--- config.mk ---
export PLATFORM = sky130hd
export DESIGN_NAME = mem_access_ctrl
export DESIGN_NICKNAME = d
export VERILOG_FILES = /design/src/rtl/mem_access_ctrl.sv
export SDC_FILE = /design/constraint.sdc
export NUM_CORES = 1
export LEC_CHECK = 0
export CORE_ASPECT_RATIO = 0.75
export CORE_MARGIN = 3
export CORE_UTILIZATION = 34
export CTS_CLUSTER_DIAMETER = 30
export DETAILED_ROUTE_END_ITERATION = 8
export SYNTH_ARGS = -nofsm -noshare
export SYNTH_HDL_FRONTEND = slang
export SYNTH_SLANG_ARGS = --single-unit
export TNS_END_PERCENT = 20
--- constraint.sdc ---
create_clock -name clk -period 2.8 [get_ports clk]
set_input_delay 0.42 -clock clk [delete_from_list [all_inputs] [get_ports clk]]
set_output_delay 0.42 -clock clk [all_outputs]
set_load 0.03 [all_outputs]
--- src/rtl/mem_access_ctrl.sv ---
// rtl/mem_access_ctrl.sv - fixed-latency load/store sequencer between a pipeline and a registered data memory
// Each request takes exactly three edges: strobe cycle, memory commit/read cycle, response cycle.
module mem_access_ctrl #(
    parameter int ADDR_W = 8,
    parameter int DATA_W = 8,
    parameter int CNT_W  = 16
) (
    input  logic              clk,
    input  logic              reset,
    input  logic              req_valid,
    output logic              req_ready,
    input  logic              req_we,
    input  logic [ADDR_W-1:0] req_addr,
    input  logic [DATA_W-1:0] req_wdata,
    output logic              resp_valid,
    output logic [DATA_W-1:0] resp_rdata,
    output logic              MemRead,
    output logic              MemWrite,
    output logic [ADDR_W-1:0] alu_result,
    output logic [DATA_W-1:0] write_data,
    input  logic [DATA_W-1:0] read_data,
    output logic              busy,
    output logic [CNT_W-1:0]  rd_count,
    output logic [CNT_W-1:0]  wr_count
);

    typedef enum logic [2:0] {
        IDLE,
        WR_A,
        WR_B,
        RD_A,
        RD_B
    } state_t;

    localparam logic [CNT_W-1:0] CNT_ONE = {{(CNT_W-1){1'b0}}, 1'b1};

    state_t            r_state;
    logic              r_resp_valid;
    logic [DATA_W-1:0] r_resp_rdata;
    logic              r_mem_read;
    logic              r_mem_write;
    logic [ADDR_W-1:0] r_alu_result;
    logic [DATA_W-1:0] r_write_data;
    logic [CNT_W-1:0]  r_rd_count;
    logic [CNT_W-1:0]  r_wr_count;
    logic              w_idle;

    assign w_idle = (r_state == IDLE);

    // Address and write data are only loaded on a handshake, so they stay put
    // through the memory's delayed commit edge and across idle periods.
    always_ff @(posedge clk or negedge reset) begin
        if (!reset) begin
            r_state      <= IDLE;
            r_resp_valid <= 1'b0;
            r_resp_rdata <= '0;
            r_mem_read   <= 1'b0;
            r_mem_write  <= 1'b0;
            r_alu_result <= '0;
            r_write_data <= '0;
            r_rd_count   <= '0;
            r_wr_count   <= '0;
        end else begin
            r_resp_valid <= 1'b0;
            r_mem_read   <= 1'b0;
            r_mem_write  <= 1'b0;
            case (r_state)
                IDLE: begin
                    if (req_valid) begin
                        r_alu_result <= req_addr;
                        if (req_we) begin
                            r_write_data <= req_wdata;
                            r_mem_write  <= 1'b1;
                            r_state      <= WR_A;
                        end else begin
                            r_mem_read <= 1'b1;
                            r_state    <= RD_A;
                        end
                    end
                end
                WR_A: r_state <= WR_B;
                WR_B: begin
                    r_state      <= IDLE;
                    r_resp_valid <= 1'b1;
                    r_wr_count   <= r_wr_count + CNT_ONE;
                end
                RD_A: r_state <= RD_B;
                RD_B: begin
                    r_state      <= IDLE;
                    r_resp_valid <= 1'b1;
                    r_resp_rdata <= read_data;
                    r_rd_count   <= r_rd_count + CNT_ONE;
                end
                default: r_state <= IDLE;
            endcase
        end
    end

    assign req_ready  = w_idle;
    assign busy       = !w_idle;
    assign resp_valid = r_resp_valid;
    assign resp_rdata = r_resp_rdata;
    assign MemRead    = r_mem_read;
    assign MemWrite   = r_mem_write;
    assign alu_result = r_alu_result;
    assign write_data = r_write_data;
    assign rd_count   = r_rd_count;
    assign wr_count   = r_wr_count;

endmodule

==> metrics.txt <==
CP peak stage delay=0.72 ns; DR vias/cell=4.38; fin area=0.00388 mm^2; Synth Area per Inst=14.0 um^2; gr usage total=0.129; Max transition margin=0.747; IO buf count=88; grt ovf=0; Hold Crit Class=in -> async; first-pass GRT wire length=8640 um; Worst-Skew Late Latency=0.33 ns; cts bufs inserted=9; max frequency=440 MHz; Startpoint Class=register; sequential area share after synthesis=0.589; Synth Cell Area=0.00264 mm^2; Root Buffer=clkbuf_8; IO Count=89; xor and xnor fraction of the mapped netlist area=0.103; Detail Placement HPWL=3620 um; core area=0.00743 mm^2; Layout Nets=315; CTS resizes=0; RSZ-0062 raised after global routing=false; drc violations=0; row cnt=27; Vias=1713; number of library cell types mapped by synthesis=33; setup TNS=0 ns; r2r startpoint=r_state[1]; Routed Antenna Nets=0; mux share of post-synthesis cell area=0.122; endpoints failing setup=0; dpl cell area=0.00363 mm^2; slew of the pin with the lowest slew margin=0.380 ns; total wire length=5170 um; Synth Instances=188; largest net degree at the start of global routing=63; GPL Wtd Cong=0.693; Hold WS=0.0790 ns; initial antenna violation count=0; dpl ws=0.866 ns; Req. time, crit path=2.38 ns; clock sink count=62; DR iter-0 viols=50; area fraction in compound gates after synthesis=0.00190; Critical Path Source=r_state[1]; Hold-fix buffers, CTS=0; leakage power figure=1.72 nW; YS warnings=0; Slowest cell on crit path=clkdlybuf4s50_1; run status=finished clean; post-CTS setup repair buffer count=0; ANT cells=0; reg2reg setup slack=1.17 ns; Simple-Gate Fraction of Synth Area=0.152; fraction of layout cells with a size suffix above 1=0.203; final period utilization=0.812; mean routed wirelength per cell=13.2 um; main combinational cell family by area after synthesis=simple AND/OR/NAND/NOR gates; die height=82.3 um; minimum clock period=2.27 ns; Starting Density=0.355; Final Max Tran Viols=0; drt pass-1 iters=4; CP max FO=8; Setup CP Type=reg -> out; Worst Path Arrival=1.85 ns; Final Skew=0.00371 ns; P per Cell Area=1020 mW/mm^2; vias in the first global route=1742; Final Hold Fails=0; CTS tree=yes; overall power=3.97 mW; Die X-Extent=108 um; Clock Path Buffers=2; syn nets=218; adder-cell share of the synthesized area=0.00949; Worst-path clk slew=0.07 ns; Max IR drop VDD=601 uV; post-synthesis register bit count=62; CTS H-tree lvls=3; post-route setup slack=0.526 ns; Layout area overhead=47.3%; Die Footprint=0.00886 mm^2; total of max-cap violations=0; Crit. End Element=primary output; worst-path cell chain=nor3_4 -> clkdlybuf4s50_1
-- through the flow --
stage | utilization | std cells
final | 0.522 | 391
after global routing | 0.522 | 391
after CTS | 0.522 | 391
after detailed placement | 0.488 | 375
after global placement | 0.488 | 375
after floorplan | - | 188
-- cells in the mapped netlist --
| master | n | area share |
|---|---|---|
| nand2_1 | 14 | 0.020 |
| nand3b_4 | 1 | 0.0076 |
| or2_2 | 2 | 0.0047 |
| nor3_2 | 1 | 0.0038 |
| nand3b_1 | 1 | 0.0028 |
| nor2_1 | 9 | 0.013 |
| nand4_2 | 1 | 0.0047 |
| and4_1 | 1 | 0.0033 |
| nand4_1 | 5 | 0.012 |
| and3_1 | 4 | 0.0095 |
| mux2_4 | 8 | 0.046 |
| buf_6 | 1 | 0.0043 |
| nor3_4 | 2 | 0.012 |
| buf_2 | 2 | 0.0038 |
| mux2_2 | 18 | 0.077 |
| xor2_1 | 9 | 0.030 |
| a21oi_1 | 1 | 0.0019 |
| dfrtp_1 | 62 | 0.59 |
| xnor2_1 | 22 | 0.073 |
| ha_1 | 2 | 0.0095 |
| nand4bb_4 | 1 | 0.010 |
| and3_2 | 1 | 0.0028 |
| inv_1 | 5 | 0.0071 |
| nor3b_1 | 1 | 0.0028 |
| nor4_2 | 1 | 0.0047 |
| and2_4 | 1 | 0.0033 |
| nand3_1 | 6 | 0.011 |
| or2b_1 | 1 | 0.0028 |
| nand2_8 | 1 | 0.0076 |
| nor3_1 | 1 | 0.0019 |
| buf_12 | 1 | 0.0076 |
| nor4_4 | 1 | 0.0081 |
| nand2b_1 | 1 | 0.0024 |
-- placed cells by master (no fill, tap or decap), drive strengths merged --
cell / n
and4: 1
nor3: 4
xor2: 9
nand2: 15
or2: 2
xnor2: 22
nand3b: 2
buf: 3
and2: 1
nand4bb: 1
clkbuf: 14
nor3b: 1
inv: 5
a21oi: 1
nor2: 9
nor4: 2
mux2: 26
bufinv: 2
nand3: 6
ha: 2
nand2b: 1
clkdlybuf4s50: 87
or2b: 1
and3: 5
nand4: 6
dfrtp: 62
-- sequential cells by signal, indices dropped and copies added, names as in the netlist --
signal,cells
rd_count,16
wr_count,16
alu_result,8
resp_rdata,8
write_data,8
r_state,3
MemRead,1
MemWrite,1
resp_valid,1
-- final timing paths --
path,end,depth (start not counted)
min reg2reg,rd_count[15],1
max,req_ready,2
max in group asynchronous,rd_count[5],2
min in group clk,rd_count[15],1
min,alu_result[5],2
max reg2reg,write_data[4],4
-- cell type report --
cell class,instances,area [um^2]
multi-input combinational,117,1030
inverter,5,18.8
timing repair buffer,90,903
tap,101,126
clock buffer,14,193
clock inverter,2,60.1
fill,653,3550
sequential,62,1550
-- critical path: cells and delay by family, from the launching register on --
| kind | cells | cell delay (ns) |
|---|---|---|
| buf+inv | 1 | 0.72 |
| flops | 1 | 0.51 |
| simple gates | 1 | 0.29 |
-- metal layers --
| layer | share of wire | vias up | track usage |
|---|---|---|---|
| li1 | - | 834 | - |
| met1 | 0.48 | 809 | 0.172 |
| met2 | 0.40 | 64 | 0.169 |
| met3 | 0.11 | 6 | 0.0761 |
| met4 | 0.0091 | 0 | 0.0492 |
| met5 | 0 | - | 0 |
-- power breakdown --
group | internal, mW | switching, mW | total (mW)
clock | 0.623 | 0.333 | 0.957
sequential | 1.16 | 0.225 | 1.38
combinational | 0.784 | 0.850 | 1.63
total | 2.56 | 1.41 | 3.97
-- logic make-up (layout without fill, tap and decap cells) --
group / after synthesis / after routing
compound gates: 1 / 1
xor+xnor: 31 / 31
fa+ha+maj: 2 / 2
buf+inv: 9 / 111
flops: 62 / 62
mux: 26 / 26
simple gates: 57 / 57
No activity file was read; power rests on OpenSTA's default activity.
